File: config.mk
export PLATFORM = sky130hd
export DESIGN_NAME = vga_frame_monitor
export DESIGN_NICKNAME = d
export VERILOG_FILES = /design/src/rtl/vga_pkg.sv /design/src/rtl/pixel_crc16.sv /design/src/rtl/vga_frame_monitor.sv
export SDC_FILE = /design/constraint.sdc
export NUM_CORES = 1
export LEC_CHECK = 0
export BUFFER_PORTS_ARGS = -buffer_cell sky130_fd_sc_hd__buf_2
export CORE_MARGIN = 4
export CORE_UTILIZATION = 30
export CTS_CLUSTER_DIAMETER = 200
export DETAILED_ROUTE_END_ITERATION = 12
export PLACE_DENSITY = 0.49
export SYNTH_ARGS = -nofsm -noshare
export SYNTH_HDL_FRONTEND = slang
export SYNTH_SLANG_ARGS = --single-unit
export TNS_END_PERCENT = 1
File: constraint.sdc
create_clock -name iVGA_CLK -period 2.4 [get_ports iVGA_CLK]
set_input_delay 0.24 -clock iVGA_CLK [delete_from_list [all_inputs] [get_ports iVGA_CLK]]
set_output_delay 0.24 -clock iVGA_CLK [all_outputs]
set_load 0.02 [all_outputs]
File: src/rtl/vga_pkg.sv
// Shared constants and types for the VGA receive-side frame monitor.
// Holds default geometry, CRC-16-CCITT constants and the monitor state encoding.
package vga_pkg;

  localparam int H_ACTIVE_DEF = 640;
  localparam int V_ACTIVE_DEF = 480;

  localparam logic [15:0] CRC16_POLY = 16'h1021;
  localparam logic [15:0] CRC16_INIT = 16'hFFFF;

  typedef enum logic [1:0] {
    SEEK  = 2'd0,
    FRAME = 2'd1,
    CLOSE = 2'd2
  } mon_state_e;

  // One bit of CRC-16-CCITT, MSB-first, no reflection.
  function automatic logic [15:0] crc16_bit(input logic [15:0] crc, input logic din);
    logic fb;
    fb = crc[15] ^ din;
    return {crc[14:0], 1'b0} ^ (fb ? CRC16_POLY : 16'h0000);
  endfunction

endpackage

File: src/rtl/pixel_crc16.sv
// Combinational next-state of CRC-16-CCITT after absorbing one 24-bit {r,g,b} pixel.
// Bits are consumed MSB first, so red bit 7 enters the register first.
module pixel_crc16
  import vga_pkg::*;
(
  input  logic [15:0] crc_in,
  input  logic [23:0] pixel,
  output logic [15:0] crc_out
);

  always_comb begin
    // NOTE: every variable written in always_comb gets a value on entry, so no latch can form.
    crc_out = crc_in;
    for (int i = 23; i >= 0; i--) begin
      crc_out = crc16_bit(crc_out, pixel[i]);
    end
  end

endmodule

File: src/rtl/vga_frame_monitor.sv
// Receive-side VGA checker: recovers x/y from BLANK_n/VS, checks line and frame geometry,
// accumulates a per-frame pixel CRC and captures one probe pixel.
module vga_frame_monitor
  import vga_pkg::*;
#(
  parameter int H_ACTIVE = H_ACTIVE_DEF,
  parameter int V_ACTIVE = V_ACTIVE_DEF,
  parameter int CNT_W    = 11
) (
  input  logic             iVGA_CLK,
  input  logic             iRST_n,
  input  logic             iHS,
  input  logic             iVS,
  input  logic             iBLANK_n,
  input  logic [7:0]       r_data,
  input  logic [7:0]       g_data,
  input  logic [7:0]       b_data,
  input  logic [CNT_W-1:0] probe_x,
  input  logic [CNT_W-1:0] probe_y,
  output logic             frame_done,
  output logic             frame_ok,
  output logic [15:0]      frame_crc,
  output logic [CNT_W-1:0] line_count,
  output logic             line_err,
  output logic [15:0]      frame_count,
  output logic [23:0]      probe_rgb,
  output logic             probe_valid
);

  localparam logic [CNT_W-1:0] H_EXP = CNT_W'(H_ACTIVE);
  localparam logic [CNT_W-1:0] V_EXP = CNT_W'(V_ACTIVE);

  // ---------------- input registers and edge detect ----------------
  logic             hs_q, vs_q, blank_q;
  logic             vs_d, blank_d;
  logic [23:0]      rgb_q;
  logic [CNT_W-1:0] probe_x_q, probe_y_q;

  always_ff @(posedge iVGA_CLK or negedge iRST_n) begin
    if (!iRST_n) begin
      hs_q      <= 1'b0;
      vs_q      <= 1'b0;
      blank_q   <= 1'b0;
      vs_d      <= 1'b0;
      blank_d   <= 1'b0;
      rgb_q     <= '0;
      probe_x_q <= '0;
      probe_y_q <= '0;
    end else begin
      // NOTE: sequential state uses non-blocking assignments so every flop samples pre-edge values.
      hs_q      <= iHS;
      vs_q      <= iVS;
      blank_q   <= iBLANK_n;
      vs_d      <= vs_q;
      blank_d   <= blank_q;
      rgb_q     <= {r_data, g_data, b_data};
      probe_x_q <= probe_x;
      probe_y_q <= probe_y;
    end
  end

  // A VS fall counts only while HS is low, matching the controller's address reset.
  logic vs_fall, blank_fall;
  assign vs_fall    = vs_d & ~vs_q & ~hs_q;
  assign blank_fall = blank_d & ~blank_q;

  // ---------------- FSM ----------------
  mon_state_e state_q, state_n;

  always_ff @(posedge iVGA_CLK or negedge iRST_n) begin
    if (!iRST_n) state_q <= SEEK;
    else         state_q <= state_n;
  end

  always_comb begin
    state_n = state_q;
    unique case (state_q)
      SEEK:    if (vs_fall) state_n = FRAME;
      FRAME:   if (vs_fall) state_n = CLOSE;
      CLOSE:   state_n = FRAME;
      default: state_n = SEEK;
    endcase
  end

  logic in_frame, close_en;
  always_comb begin
    in_frame = 1'b0;
    close_en = 1'b0;
    unique case (state_q)
      FRAME:   in_frame = 1'b1;
      CLOSE:   close_en = 1'b1;
      default: ;
    endcase
  end

  // ---------------- per-frame accumulators ----------------
  logic             pix_en, trunc_line, line_end, line_bad;
  logic [CNT_W-1:0] x_q, y_q;
  logic [15:0]      crc_acc, crc_next;
  logic             line_err_acc, sat_acc;
  logic [23:0]      cap_rgb;
  logic             cap_flag;

  assign pix_en     = in_frame & blank_q;
  // A line still open when VS falls is closed here and always counted as bad.
  assign trunc_line = in_frame & vs_fall & blank_q;
  assign line_end   = (in_frame & blank_fall) | trunc_line;
  assign line_bad   = trunc_line | (in_frame & blank_fall & (x_q != H_EXP));

  pixel_crc16 u_crc (
    .crc_in  (crc_acc),
    .pixel   (rgb_q),
    .crc_out (crc_next)
  );

  always_ff @(posedge iVGA_CLK or negedge iRST_n) begin
    if (!iRST_n) begin
      x_q          <= '0;
      y_q          <= '0;
      crc_acc      <= CRC16_INIT;
      line_err_acc <= 1'b0;
      sat_acc      <= 1'b0;
      cap_rgb      <= '0;
      cap_flag     <= 1'b0;
    end else if (!in_frame) begin
      // SEEK discards everything; CLOSE restarts the accumulators for the next frame.
      x_q          <= '0;
      y_q          <= '0;
      crc_acc      <= CRC16_INIT;
      line_err_acc <= 1'b0;
      sat_acc      <= 1'b0;
      cap_rgb      <= '0;
      cap_flag     <= 1'b0;
    end else begin
      if (pix_en) begin
        crc_acc <= crc_next;
        if (x_q == probe_x_q && y_q == probe_y_q) begin
          cap_rgb  <= rgb_q;
          cap_flag <= 1'b1;
        end
      end

      if (line_end) begin
        x_q <= '0;
        if (line_bad) line_err_acc <= 1'b1;
        if (&y_q) sat_acc <= 1'b1;
        else      y_q     <= y_q + 1'b1;
      end else if (pix_en) begin
        if (&x_q) sat_acc <= 1'b1;
        else      x_q     <= x_q + 1'b1;
      end
    end
  end

  // ---------------- result registers ----------------
  logic [15:0] frame_cnt_q;
  assign frame_count = frame_cnt_q;

  always_ff @(posedge iVGA_CLK or negedge iRST_n) begin
    if (!iRST_n) begin
      frame_done  <= 1'b0;
      frame_ok    <= 1'b0;
      frame_crc   <= '0;
      line_count  <= '0;
      line_err    <= 1'b0;
      frame_cnt_q <= '0;
      probe_rgb   <= '0;
      probe_valid <= 1'b0;
    end else begin
      frame_done <= close_en;
      if (close_en) begin
        frame_ok    <= (y_q == V_EXP) && !line_err_acc && !sat_acc;
        frame_crc   <= crc_acc;
        line_count  <= y_q;
        line_err    <= line_err_acc;
        frame_cnt_q <= frame_cnt_q + 16'd1;
        probe_rgb   <= cap_rgb;
        probe_valid <= cap_flag;
      end
    end
  end

endmodule

==> results of run 1 <==
-- power breakdown --
part	switching, W	internal, W	total, W
clock	0.00130	0.00171	0.00301
combinational	0.00214	0.00188	0.00401
sequential	0.000288	0.00360	0.00389
total	0.00372	0.00718	0.0109
-- Yosys cell counts (2+ instances only) --
library cell,instances,share of area
dfrtp_1,173,0.53
o21ai_1,2,0.0012
nand3_1,24,0.015
nor3b_1,3,0.0028
o211ai_1,2,0.0019
nor2b_1,2,0.0015
and2_1,2,0.0015
xnor2_1,76,0.082
nor4_1,5,0.0039
a211oi_1,2,0.0019
xnor3_2,2,0.0059
ha_1,5,0.0077
nor3_1,7,0.0043
dfstp_2,16,0.052
and4_1,4,0.0043
a21oi_1,7,0.0043
xor2_1,35,0.038
nand4_1,12,0.0093
mux2i_1,25,0.031
inv_1,10,0.0046
nand2b_1,2,0.0015
buf_1,2,0.00093
xor3_1,3,0.0088
o21ai_0,15,0.0093
nor4b_1,3,0.0032
buf_2,3,0.0019
xnor2_2,4,0.0080
and3_1,7,0.0054
nor2_1,72,0.033
clkbuf_1,25,0.012
xnor3_1,5,0.014
nand2_1,175,0.081
-- cells in the final DEF (no fill, tap or decap), types with 2 or more instances in the layout --
cell type / instances
clkbuf_8: 3
nand4_1: 12
xnor2_2: 6
bufinv_16: 3
clkinv_4: 3
a21oi_1: 7
o211ai_1: 2
nor4_1: 5
nor4b_1: 3
a211oi_1: 2
buf_4: 17
o21ai_1: 2
xnor3_2: 2
dfstp_2: 16
dfrtp_1: 173
nand3_1: 23
nor3b_1: 3
inv_1: 9
nor2_1: 72
xnor2_1: 74
clkbuf_16: 17
and4_1: 4
clkinv_2: 2
dlygate4sd3_1: 50
xor3_1: 3
buf_2: 120
xnor3_1: 5
buf_12: 3
ha_1: 5
clkinvlp_4: 2
and2_1: 2
mux2i_1: 25
and3_1: 7
nand2_1: 175
nand2b_2: 2
xor2_1: 35
o21ai_0: 15
nor2b_1: 2
nor3_1: 7
-- layout make-up --
| class | instances | area [µm²] |
|---|---|---|
| clock buffer | 20 | 457 |
| clock inverter | 12 | 161 |
| fill | 2603 | 15900 |
| inverter | 10 | 37.5 |
| multi-input combinational | 511 | 3220 |
| sequential | 189 | 4750 |
| tap | 335 | 419 |
| timing repair buffer | 191 | 1300 |
-- cell families (layout without fill, tap and decap cells) --
group           after synthesis  count (layout)
fa+ha+maj                     5               5
compound gates               33              33
buf+inv                      40             233
simple gates                321             321
xor+xnor                    127             127
flops                       189             189
mux                          25              25
-- flip-flops by register name, indices dropped and copies added (netlist names), 11 cells and up --
register	cells
rgb_q	24
x_q	11
cap_rgb	24
probe_x_q	11
probe_y_q	11
frame_count	16
probe_rgb	24
frame_crc	16
crc_acc	16
line_count	11
y_q	11
-- metrics by stage --
stage	instances	instance area, µm²	util	total power (W)	hold slack (ns)
final	1268	10300	0.394	0.0109	0.325
after CTS	1268	10300	0.393	0.0110	0.341
after detailed placement	1186	9210	0.350	0.00786	0.255
after floorplan	740	8100	-	0.00679	-0.0556
after global placement	1186	9210	0.350	0.00785	0.250
after global routing	1268	10300	0.394	0.0116	0.382
-- metal layers --
| metal | GRT usage | wire (µm) | up-vias |
|---|---|---|---|
| li1 | - | - | 2749 |
| met5 | 0 | 0 | - |
| met4 | 0.0472 | 388 | 0 |
| met2 | 0.214 | 9020 | 113 |
| met1 | 0.213 | 10400 | 2791 |
| met3 | 0.0318 | 897 | 21 |
-- how the worst min path moves through the flow --
stage | start | endpoint | cells after the start
5_1_grt | iRST_n | probe_x_q[4] | 2
4_1_cts | iRST_n | probe_x_q[5] | 2
3_5_place_dp | iRST_n | probe_x_q[5] | 1
6_report | iRST_n | probe_x_q[5] | 2
2_1_floorplan | iRST_n | blank_d | 0
3_3_place_gp | iRST_n | probe_x_q[5] | 1
-- repair_timing --
action | in CTS | in global routing
resized for setup | 0 | 2
endpoints found under the setup margin | 0 | 2
hold buffers | 50 | 0
endpoints found under the hold margin | 101 | 0
==> results.yml, run 1 <==
sta:
  fin_setup_tns_ns: 0
  max_freq_ghz: 0.435
  hold_viol: 0
  min_period_over_period: 0.957
  setup_viol: 0
  drv_slew: 0
  clock-skew-final_ns: 0.00839
  maxSlewHeadroom: 0.549
  period_minus_slack_ns: 2.30
  rsz0062_at_grt: "false"
  tightest_slew_ns: 0.677
  fin_ws_ns: 0.104
placed_design:
  dp_hpwl_um: 14200
  io_buffers: 121
  dpl_worst_slack_ns: 0.116
  gp_congestion: 0.792
clock_tree:
  cts_setup_buffers: 0
  clockBufferDepth: 2
  cts_made_buffers: 17
  clock-sinks: 189
  cts.clk_slew.worst_paths_ns: 0.07
  worstSkewPairLatency_ns: 0.43
  htreeDepth: 4
  cts_tree: "done"
  clockRootBuffer: "clkbuf_16"
grt:
  antenna_found_initial: 0
  grt_pass1_vias: 5853
  grt_pass1_wl_um: 33300
  globalRouteOverflowTotal: 0
  grt_max_degree: 61
  groute.usage.overall: 0.145
synthesis:
  ys_seq_elements: 189
  synthXorXnorAreaFrac: 0.162
  seq_area_frac_synth: 0.587
  synth_simple_gate_area_share: 0.170
  synth_edf_count: 0
  yosysUniqueCellTypes: 42
  yosysWarningCount: 0
  ys.flop_type: "dfrtp_1"
  synth_compound_area_frac: 0.0236
  syn_area_per_cell_um2: 10.9
  syn_inst: 740
  postSynthNetCount: 796
  syn_area_um2: 8100
  yosys-mux-area-fraction: 0.0309
  async_flop_share: 1.00
  synth_top_family_by_area: "simple AND/OR/NAND/NOR gates"
  synthAdderAreaFrac: 0.00773
routing:
  drt_first_pass_iters: 6
  num_vias: 5674
  antenna_left: 0
  routed_wl_um: 20700
  viasPerCell: 4.47
  drtIter0Drc: 310
  wl_per_cell_um: 16.4
  drc: 0
die:
  rows: 59
  die_y_um: 172
  start_util: 0.308
  die_w_um: 172
  die_area_um2: 29700
  ios: 122
  core_um2: 26300
cells_and_area:
  fin_nets: 976
  drive_above_1_share: 0.218
  areaGrowthSynthToFinish_pct: 27.8
  antenna_cells: 0
worst_setup_path:
  endpoint_kind: "flip-flop"
  r2r_cells: 6
  cp.arrival_ns: 2.66
  crit_start: "crc_acc[2]"
  slowest_stage: "dfstp_2"
  path_buf_inv: 0
  rrSetupSlack_ns: 0.10
  start_kind: "flip-flop"
  crit_fanout: 4
  r2r_end: "crc_acc[7]"
  slowest_delay_ns: 0.57
  path_class: "reg -> reg"
  crit_end: "crc_acc[7]"
  critical_path_required_ns: 2.76
  path_delay_family: "XOR/XNOR gates"
  path_depth: 6
  critical_path.cell_chain: "xor3_1 > xnor3_4 > xnor3_2 > xnor2_2 > and3_1 > o21ai_1"
  rr_startpoint: "crc_acc[2]"
power_and_ir_drop:
  ir_worst_vdd_mv: 0.543
  powerDensity_nw_per_um2: 1050
  p_leak_nw: 5.19
outcome:
  status: "complete, no violations"
worst_hold_path:
  hp-class: "in -> async"
run:
  drv_cap: 0
No activity file was read; power rests on OpenSTA's default activity.
==> run 2, diff against run 1 <==
--- a/config.mk
+++ b/config.mk
@@ -5,6 +5,7 @@
 export SDC_FILE = /design/constraint.sdc
 export NUM_CORES = 1
 export LEC_CHECK = 0
+export ABC_AREA = 1
 export BUFFER_PORTS_ARGS = -buffer_cell sky130_fd_sc_hd__buf_2
 export CORE_MARGIN = 4
 export CORE_UTILIZATION = 30
==> results.yml, run 2 <==
worst_setup_path:
  start_kind: "flip-flop"
  rr_startpoint: "x_q[9]"
  cp.arrival_ns: 2.51
  critical_path_required_ns: 2.74
  slowest_stage: "nor4b_1"
  slowest_delay_ns: 0.43
  endpoint_kind: "flip-flop"
  crit_fanout: 25
  rrSetupSlack_ns: 0.22
  r2r_cells: 10
  crit_top_cell: "nand3_1"
  path_class: "reg -> reg"
  critical_path.cell_chain: "inv_1 > o22ai_1 > nor2_1 > nand3_1 > nor4b_1 > nand3_1 > nand2_1 > buf_12 > nand3_1 > o21ai_0"
  r2r_end: "cap_rgb[6]"
synthesis:
  ys_seq_elements: 189
  syn_area_um2: 8290
  yosysWarningCount: 0
  postSynthNetCount: 940
  synth_edf_count: 0
  ys.flop_type: "dfrtp_1"
  yosysUniqueCellTypes: 39
  syn_inst: 884
  synth_commonest_cells: "nand2_1 (208), dfrtp_1 (173), inv_1 (110)"
  synthTopCellsByArea: "dfrtp_1 (52%), nand2_1 (9.4%), dfstp_2 (5.1%)"
  yosys.area.top_type: "dfrtp_1"
  syn_area_per_cell_um2: 9.38
  netlist.area_leader.share: 0.522
  seq_area_frac_synth: 0.573
  async_flop_share: 1.00
  synth_most_common_cell: "nand2_1"
cells_and_area:
  antenna_cells: 0
  drive_above_1_share: 0.219
  multi_input_area_um2: 3030
  seqCellArea_um2: 4750
  final_cell_mix: "nand2_1 (208), dfrtp_1 (173), buf_2 (120)"
  fin_util: 0.391
  fillCellCount: 2682
  layout_commonest_cell: "nand2_1"
  fin_nets: 1132
  reg.largest.list: "cap_rgb (24), probe_rgb (24), rgb_q (24)"
  areaGrowthSynthToFinish_pct: 27.9
run:
  drv_cap: 0
sta:
  fin_setup_tns_ns: 0
  max_freq_ghz: 0.459
  holdWs_ns: 0.369
  maxSlewHeadroom: 0.627
  setup_viol: 0
  hold_viol: 0
  drv_slew: 0
  tightest_slew_ns: 0.559
  min_period_over_period: 0.907
  clock-skew-final_ns: 0.0150
  fin_ws_ns: 0.223
  rsz0062_at_grt: "false"
  period_minus_slack_ns: 2.18
grt:
  grt_max_degree: 65
  groute.usage.overall: 0.148
  grt_pass1_vias: 6290
  grt_pass1_wl_um: 35800
  globalRouteOverflowTotal: 0
  antenna_found_initial: 0
worst_hold_path:
  hp-class: "in -> async"
power_and_ir_drop:
  ir_worst_vdd_mv: 0.620
  p_total_w: 0.0115
  powerDensity_nw_per_um2: 1080
  p_leak_nw: 5.28
outcome:
  status: "complete, no violations"
routing:
  antenna_left: 0
  wl_per_cell_um: 14.9
  num_vias: 6341
  routed_wl_um: 21800
  drt_first_pass_iters: 5
  viasPerCell: 4.34
  drtIter0Drc: 407
  drc: 0
clock_tree:
  htreeDepth: 4
  cts.clk_slew.worst_paths_ns: 0.07
  worstSkewPairLatency_ns: 0.43
  clockRootBuffer: "clkbuf_16"
  cts_tree: "done"
  clock-sinks: 189
  clockBufferDepth: 2
  cts_made_buffers: 17
die:
  die_w_um: 174
  start_util: 0.306
  die_area_um2: 30300
  ios: 122
  rows: 60
  die_y_um: 174
  core_um2: 27100
placed_design:
  dp_hpwl_um: 16200
  gp_congestion: 0.858
  io_buffers: 121
  dpl_worst_slack_ns: 0.131
[run 2: cell types whose count changed after synthesis, sizes merged, moves of 14 or more]
cell	delta
inv	+107
mux2i	-25
xnor2	-54
nand2	+65
o22ai	+14
nand3	+28
o21ai	+66
nor2	-45
[run 2: cells by family after synthesis]
| kind of cell | Yosys count | share of synthesized area |
|---|---|---|
| AO/OA/AOI/OAI | 126 | 0.0832 |
| adder cells (fa/ha/maj) | 5 | 0.00755 |
| AND/OR/NAND/NOR | 357 | 0.197 |
| buffers and inverters | 140 | 0.0649 |
| XOR/XNOR | 67 | 0.0744 |
| flip-flops | 189 | 0.573 |
[run 2: worst max path at each step]
stage                 from          end  slack (ns)  cells past startpoint
2_1_floorplan  crc_acc[13]  crc_acc[13]        0.50                     20
3_3_place_gp    crc_acc[7]   crc_acc[8]        0.11                     12
3_5_place_dp    crc_acc[7]   crc_acc[8]        0.13                     12
4_1_cts         crc_acc[7]   crc_acc[8]        0.11                     12
5_1_grt        crc_acc[15]   crc_acc[5]        0.01                     17
6_report            x_q[9]   cap_rgb[6]        0.22                     10
[run 2: metal layers]
metal | track usage | wire (µm) | up-vias
li1 | - | - | 3207
met5 | 0 | 0 | -
met3 | 0.0296 | 966 | 19
met4 | 0.0386 | 326 | 0
met1 | 0.224 | 11100 | 2977
met2 | 0.217 | 9480 | 138
[run 2: metrics by stage]
stage / cells / cell area [µm²]
detailed placement: 1377 / 9470
global placement: 1377 / 9470
CTS: 1459 / 10600
global route: 1461 / 10600
floorplan: 884 / 8290
finish: 1461 / 10600
[run 2: repair_timing]
action,4_1_cts,5_1_grt
resized for setup,0,4
hold buffers,50,0
hold endpoints to repair,103,0
setup buffers,0,2
setup endpoints to repair,0,5
[run 2: power by group]
part           switching, W  internal, W
clock network       0.00126      0.00153
registers          0.000376      0.00380
logic               0.00289      0.00158
total               0.00453      0.00692
[run 2: area by class of cell]
class / count / area share
sequential: 189 / 0.448
timing repair buffer: 194 / 0.125
tap: 372 / 0.0439
inverter: 119 / 0.0424
clock inverter: 10 / 0.0104
clock buffer: 22 / 0.0447
multi-input combinational: 555 / 0.286
[run 2: critical path: cells and delay by family, from the launching register on]
kind                   cells  cell delay, ns
and+or+nand+nor            6            1.17
DFF                        1            0.42
AOI/OAI and AO/OA          2            0.20
buffers and inverters      2            0.29
